$ cat src/rtl/cu_pkg.sv
// Shared types and encodings for the control unit: FSM states, instruction modes,
// register-file commands, data-source selects and instruction field positions.
package cu_pkg;

    typedef enum logic [2:0] {
        ST_FETCH = 3'd0,
        ST_IMM   = 3'd1,
        ST_EXEC  = 3'd2,
        ST_WB    = 3'd3,
        ST_HALT  = 3'd4,
        ST_ERR   = 3'd5
    } state_e;

    typedef enum logic [1:0] {
        MODE_ALU   = 2'b00,
        MODE_LOADI = 2'b01,
        MODE_IN    = 2'b10,
        MODE_HALT  = 2'b11
    } mode_e;

    localparam logic [1:0] RW_NONE = 2'b00;
    localparam logic [1:0] RW_READ = 2'b01;
    localparam logic [1:0] RW_WR0  = 2'b10;
    localparam logic [1:0] RW_WR01 = 2'b11;

    localparam logic [2:0] CTL_ALU = 3'b000;
    localparam logic [2:0] CTL_IO  = 3'b001;
    localparam logic [2:0] CTL_IMM = 3'b011;

    localparam int OPCODE_MSB = 15;
    localparam int OPCODE_LSB = 11;
    localparam int WA0_MSB    = 10;
    localparam int WA0_LSB    = 8;
    localparam int RA0_MSB    = 7;
    localparam int RA0_LSB    = 5;
    localparam int RA1_MSB    = 4;
    localparam int RA1_LSB    = 2;
    localparam int MODE_MSB   = 1;
    localparam int MODE_LSB   = 0;

    typedef struct packed {
        logic [4:0] opcode;
        logic [2:0] wa0;
        logic [2:0] wa1;
        logic [2:0] ra0;
        logic [2:0] ra1;
        mode_e      mode;
    } fields_t;

endpackage

$ cat src/rtl/cu_decode.sv
// Purely combinational split of an instruction word into its fields; the second
// write port always targets the register after write_addr_0, wrapping 7 -> 0.
module cu_decode
    import cu_pkg::*;
(
    input  logic [15:0] ir_i,
    output fields_t     fields_o
);

    always_comb begin
        fields_o.opcode = ir_i[OPCODE_MSB:OPCODE_LSB];
        fields_o.wa0    = ir_i[WA0_MSB:WA0_LSB];
        fields_o.wa1    = ir_i[WA0_MSB:WA0_LSB] + 3'd1;
        fields_o.ra0    = ir_i[RA0_MSB:RA0_LSB];
        fields_o.ra1    = ir_i[RA1_MSB:RA1_LSB];
        fields_o.mode   = mode_e'(ir_i[MODE_MSB:MODE_LSB]);
    end

endmodule

$ cat src/rtl/control_unit.sv
// Multi-cycle instruction sequencer (FETCH/IMM/EXEC/WB/HALT/ERR) with registered outputs.
// Define CU_WATCHDOG_EN to add a WD_CYCLES timeout on EXEC/WB that drops into ERR.
module control_unit
    import cu_pkg::*;
#(
    parameter logic [15:0] RESET_PC  = 16'h0000,
    parameter int          WD_CYCLES = 255
) (
    input  logic        clk,
    input  logic        rst,
    output logic        imem_req,
    output logic [15:0] imem_addr,
    input  logic        imem_ack,
    input  logic [15:0] imem_data,
    input  logic        alu_done,
    input  logic        reg_done,
    output logic [4:0]  opcode,
    output logic [1:0]  read_write,
    output logic [2:0]  control,
    output logic [15:0] imm_val,
    output logic [2:0]  read_addr_0,
    output logic [2:0]  read_addr_1,
    output logic [2:0]  write_addr_0,
    output logic [2:0]  write_addr_1,
    output logic [15:0] pc,
    output logic        halted,
    output logic        err
);

    state_e      state_q, state_d;
    logic [15:0] pc_q, pc_d;
    logic [15:0] ir_q, ir_d;
    logic [15:0] imm_q, imm_d;
    logic [4:0]  op_q, op_d;
    logic [2:0]  wa0_q, wa0_d, wa1_q, wa1_d, ra0_q, ra0_d, ra1_q, ra1_d;
    logic        req_q, req_d;
    logic [1:0]  rw_q, rw_d;
    logic [2:0]  ctl_q, ctl_d;
    logic        halted_q, halted_d;
    logic        wd_expired;
    fields_t     fld;

    // Decoding the next IR lets the FSM branch on the mode of a word arriving this cycle.
    assign ir_d = (state_q == ST_FETCH && imem_ack) ? imem_data : ir_q;

    cu_decode u_decode (
        .ir_i     (ir_d),
        .fields_o (fld)
    );

    always_comb begin
        state_d = state_q;
        pc_d    = pc_q;
        imm_d   = imm_q;
        op_d    = op_q;
        wa0_d   = wa0_q;
        wa1_d   = wa1_q;
        ra0_d   = ra0_q;
        ra1_d   = ra1_q;
        unique case (state_q)
            ST_FETCH: if (imem_ack) begin
                pc_d  = pc_q + 16'd1;
                op_d  = fld.opcode;
                wa0_d = fld.wa0;
                wa1_d = fld.wa1;
                ra0_d = fld.ra0;
                ra1_d = fld.ra1;
                unique case (fld.mode)
                    MODE_ALU:   state_d = ST_EXEC;
                    MODE_LOADI: state_d = ST_IMM;
                    MODE_IN:    state_d = ST_WB;
                    MODE_HALT:  state_d = ST_HALT;
                endcase
            end
            ST_IMM: if (imem_ack) begin
                imm_d   = imem_data;
                pc_d    = pc_q + 16'd1;
                state_d = ST_WB;
            end
            ST_EXEC: begin
                if (alu_done)        state_d = ST_WB;
                else if (wd_expired) state_d = ST_ERR;
            end
            ST_WB: begin
                if (reg_done)        state_d = ST_FETCH;
                else if (wd_expired) state_d = ST_ERR;
            end
            default: state_d = state_q;
        endcase

        // Outputs are computed from the upcoming state so they register in step with it.
        req_d    = (state_d == ST_FETCH) || (state_d == ST_IMM);
        halted_d = (state_d == ST_HALT);
        rw_d     = RW_NONE;
        ctl_d    = CTL_ALU;
        if (state_d == ST_EXEC) begin
            rw_d = RW_READ;
        end else if (state_d == ST_WB) begin
            unique case (fld.mode)
                MODE_ALU:   begin rw_d = RW_WR01; ctl_d = CTL_ALU; end
                MODE_LOADI: begin rw_d = RW_WR0;  ctl_d = CTL_IMM; end
                MODE_IN:    begin rw_d = RW_WR0;  ctl_d = CTL_IO;  end
                default:    begin rw_d = RW_NONE; ctl_d = CTL_ALU; end
            endcase
        end
    end

    always_ff @(posedge clk) begin
        if (!rst) begin
            state_q  <= ST_FETCH;
            pc_q     <= RESET_PC;
            ir_q     <= '0;
            imm_q    <= '0;
            op_q     <= '0;
            wa0_q    <= '0;
            wa1_q    <= '0;
            ra0_q    <= '0;
            ra1_q    <= '0;
            req_q    <= 1'b1;
            rw_q     <= RW_NONE;
            ctl_q    <= CTL_ALU;
            halted_q <= 1'b0;
        end else begin
            state_q  <= state_d;
            pc_q     <= pc_d;
            ir_q     <= ir_d;
            imm_q    <= imm_d;
            op_q     <= op_d;
            wa0_q    <= wa0_d;
            wa1_q    <= wa1_d;
            ra0_q    <= ra0_d;
            ra1_q    <= ra1_d;
            req_q    <= req_d;
            rw_q     <= rw_d;
            ctl_q    <= ctl_d;
            halted_q <= halted_d;
        end
    end

`ifdef CU_WATCHDOG_EN
    localparam int WdW = $clog2(WD_CYCLES + 1);

    logic [WdW-1:0] wd_q;
    logic           err_q;

    assign wd_expired = (wd_q == WdW'(WD_CYCLES - 1));

    // Counts waiting cycles in EXEC/WB and restarts from zero whenever the state changes.
    always_ff @(posedge clk) begin
        if (!rst) begin
            wd_q  <= '0;
            err_q <= 1'b0;
        end else begin
            err_q <= (state_d == ST_ERR);
            if (state_d != state_q)
                wd_q <= '0;
            else if (state_q == ST_EXEC || state_q == ST_WB)
                wd_q <= wd_q + 1'b1;
        end
    end

    assign err = err_q;
`else
    assign wd_expired = 1'b0;
    assign err        = 1'b0;
`endif

    assign imem_req     = req_q;
    assign imem_addr    = pc_q;
    assign pc           = pc_q;
    assign opcode       = op_q;
    assign read_write   = rw_q;
    assign control      = ctl_q;
    assign imm_val      = imm_q;
    assign read_addr_0  = ra0_q;
    assign read_addr_1  = ra1_q;
    assign write_addr_0 = wa0_q;
    assign write_addr_1 = wa1_q;
    assign halted       = halted_q;

endmodule

$ cat config.mk
export PLATFORM = sky130hd
export DESIGN_NAME = control_unit
export DESIGN_NICKNAME = d
export VERILOG_FILES = /design/src/rtl/cu_pkg.sv /design/src/rtl/cu_decode.sv /design/src/rtl/control_unit.sv
export SDC_FILE = /design/constraint.sdc
export NUM_CORES = 1
export LEC_CHECK = 0
export BUFFER_PORTS_ARGS = -buffer_cell sky130_fd_sc_hd__buf_2
export CAP_MARGIN = 10
export CELL_PAD_IN_SITES_DETAIL_PLACEMENT = 0
export CELL_PAD_IN_SITES_GLOBAL_PLACEMENT = 1
export CORE_ASPECT_RATIO = 1.75
export CORE_MARGIN = 2
export CORE_UTILIZATION = 34
export DETAILED_ROUTE_END_ITERATION = 12
export PLACE_DENSITY = 0.74
export SYNTH_ARGS = -nofsm -noshare
export SYNTH_HDL_FRONTEND = slang
export SYNTH_HIERARCHICAL = 1
export SYNTH_SLANG_ARGS = --single-unit
$ cat constraint.sdc
create_clock -name clk -period 2.5 [get_ports clk]
set_input_delay 0.375 -clock clk [delete_from_list [all_inputs] [get_ports clk]]
set_output_delay 0.375 -clock clk [all_outputs]
set_load 0.005 [all_outputs]
==> impl_metrics.csv <==
group,metric,value,unit
sta,rsz0062_at_grt,"false",
clocking,cts_sinks,74,
sta,relSlewSlack,0.548,
synth,synth_cells,355,
synth,yosys_warnings,6,
drt,initialDrtViolationCount,98,
clocking,cts_resized,0,
global_routing,grtUsageMet3,0.0368,
synth,yosysUniqueCellTypes,41,
die,io_pins,94,
critical_path,cp_cell_sequence,"nor4b_4 > mux2_2 > ha_1 > nand2_1 > o31ai_1 > or4_4 > nor3b_1",
clocking,clkTransAtPathRegs,60,ps
hold_path,whs_path_depth,3,
sta,skew,4.04,ps
placement,place_hpwl,5350,um
sta,setup_viol,0,
die,initial_core_util,0.346,
power,p_leak,1.70,nW
final_layout,fill_cells,957,
global_routing,grt_pass1_wl,12100,um
critical_path,slowest_delay,460,ps
sta,timing.final.crit_share,0.951,
critical_path,worstPathRequired,2740,ps
final_layout,synthToLayoutAreaGrowth,18.0,%
clocking,root_buffer,"clkbuf_16",
drt,wl_per_cell,14.0,um
clocking,cts_tree,"built",
drt,vias_per_cell,4.70,
hold_path,min_path_type,"input pin to flop",
global_routing,overflow,0,
clocking,htreeDepth,3,
run,drv_cap,0,
placement,placed_cells,523,
global_routing,track_usage,0.152,
critical_path,crit_arrival,2620,ps
critical_path,cp-end-kind,"flop",
sta,post-route-min-period,2380,ps
die,die-area,10300,um^2
critical_path,r2r_cells,7,
critical_path,rrSetupSlack,120,ps
die,dieHeight,133,um
global_routing,busiest_layer,"met2",
final_layout,diodes,0,
global_routing,antenna_found_initial,0,
global_routing,grt_util_met1,0.159,
drt,detail_route.first_pass.iterations,5,
final_layout,nets,438,
sta,hold_violations,0,
placement,dpl_cell_area,3520,um^2
critical_path,criticalPathCategory,"flop to flop",
critical_path,critical_path.max_fanout,9,
hold_path,worst_hold_startpoint,"imem_data[13]",
critical_path,cp.depth,7,
clocking,insertion_delay,330,ps
critical_path,cp_num_buf_inv,0,
final_layout,final_cells,538,
placement,gp_congestion,0.790,
final_layout,drive_gt1_frac,0.320,
clocking,cts_buffer_depth,2,
die,fp.dieW,77.7,um
final_layout,layout_commonest_cell,"buf_2",
critical_path,crit_slowest_cell,"or4_4",
drt,vias,2530,
final_layout,layout_common_cells,"91 x buf_2, 74 x dfxtp_1, 73 x nand2_1",
synth,syn_avg_cell_area,9.10,um^2
die,core,9350,um^2
sta,max_freq,0.420,GHz
sta,worst_pin_slew,677,ps
critical_path,critPathTopFamily,"simple AND/OR/NAND/NOR gates",
power,vdd_drop_max,0.365,mV
global_routing,grt_pass1_vias,2484,
die,rows,47,
global_routing,met2_usage,0.267,
sta,final.setup.tns,0,ps
critical_path,cp-start-kind,"flop",
synth,ys_seq_elements,74,
power,cellPowerDensity,776,nW/um^2
clocking,postCtsSetupBuffers,0,
drt,drc,0,
critical_path,r2r-start,"state_q[0]$_SDFF_PN0_",
drt,routed_wl,7530,um
clocking,holdBufCountCts,0,
global_routing,grt_start_max_net_pins,51,
final_layout,final_core_util,0.408,
critical_path,startpoint,"state_q[0]$_SDFF_PN0_",
drt,final_antenna_net_count,0,
synth,syn_area,3230,um^2
final_layout,final_area,3810,um^2
status,outcome,"finished clean",
synth,seq_area_frac_synth,0.459,
sta,drv_slew,0,
placement,numPortBuffers,91,
clocking,cts_inserted_buffers,9,
## cell usage after synthesis, drive strengths merged
master   number  area [um^2]
dfxtp        74         1480
nand2        73          274
buf          42          327
a21oi        36          180
and2         18          113
nor2         17         63.8
mux2         16          221
clkbuf        9         33.8
inv           8         30.0
nand4         7         50.1
xor2          7         61.3
ha            5         62.6
xnor2         5         43.8
nor3          4         20.0
and3          3         18.8
nor3b         3         27.5
nor4          3         18.8
o21ai         3         15.0
or3           3         18.8
mux2i         2         20.0
nand2b        2         12.5
o31ai         2         15.0
or4           2         18.8
a211oi        1         7.51
a221oi        1         8.76
a31oi         1         6.26
and3b         1         8.76
and4bb        1         12.5
clkinv        1         3.75
conb          1         3.75
nand3         1         10.0
nand3b        1         7.51
nand4bb       1         11.3
nor4b         1         23.8
## per-layer routing
layer	vias up	part of all wire	routed length (um)
met5	-	0	0
met1	1194	0.39	2960
met3	13	0.043	327
met4	0	0.035	260
met2	75	0.53	3980
li1	1248	-	-
## report_power, final
| group | internal (W) | switching [W] |
|---|---|---|
| Combinational | 0.000188 | 0.000210 |
| Clock | 0.000789 | 0.000471 |
| Sequential | 0.00126 | 0.0000452 |
## registers in the layout, summed over array words and instances, names as in the netlist
| name | cells |
|---|---|
| imem_addr | 16 |
| imm_val | 16 |
| ir_q | 16 |
| opcode | 5 |
| read_addr_0 | 3 |
| read_addr_1 | 3 |
| state_q | 3 |
| write_addr_0 | 3 |
| write_addr_1 | 3 |
| control | 2 |
| read_write | 2 |
| halted | 1 |
| imem_req | 1 |
## worst reg2reg max path: cells and delay by family, from the launching register on
| kind | cells | cell delay, ps |
|---|---|---|
| compound gates | 1 | 80 |
| fa+ha+maj | 1 | 220 |
| simple gates | 4 | 1130 |
| flops | 1 | 420 |
| mux | 1 | 430 |
## stage by stage
stage | worst slack, ps | hold WS [ps] | power (W)
final | 121 | 296 | 0.00296
after detailed placement | 94.6 | 443 | 0.00173
after CTS | 143 | 283 | 0.00300
after floorplan | 97.9 | 453 | 0.00166
after global routing | 5.33 | 299 | 0.00311
after global placement | 221 | 442 | 0.00172
## cell type report
type                       instances  area, um^2  share of cell area
clock buffer                      10         239              0.0627
clock inverter                     5        55.1              0.0144
inverter                           9        33.8             0.00886
multi-input combinational        222        1360               0.356
sequential                        74        1480               0.388
tap                              122         153              0.0400
timing repair buffer              96         493               0.129
## kinds of logic after synthesis
logic type,synth area share
simple gates,0.220
flops,0.459
buf+inv,0.122
compound gates,0.0720
mux,0.0747
xor+xnor,0.0325
fa+ha+maj,0.0194
other cells,0.00116
## final timing paths
check,end
max,control[0]$_SDFF_PP0_
min reg2reg,imm_val[9]$_SDFFE_PN0P_
min,imm_val[13]$_SDFFE_PN0P_
max reg2reg,control[0]$_SDFF_PP0_
No activity file was read; power rests on OpenSTA's default activity.
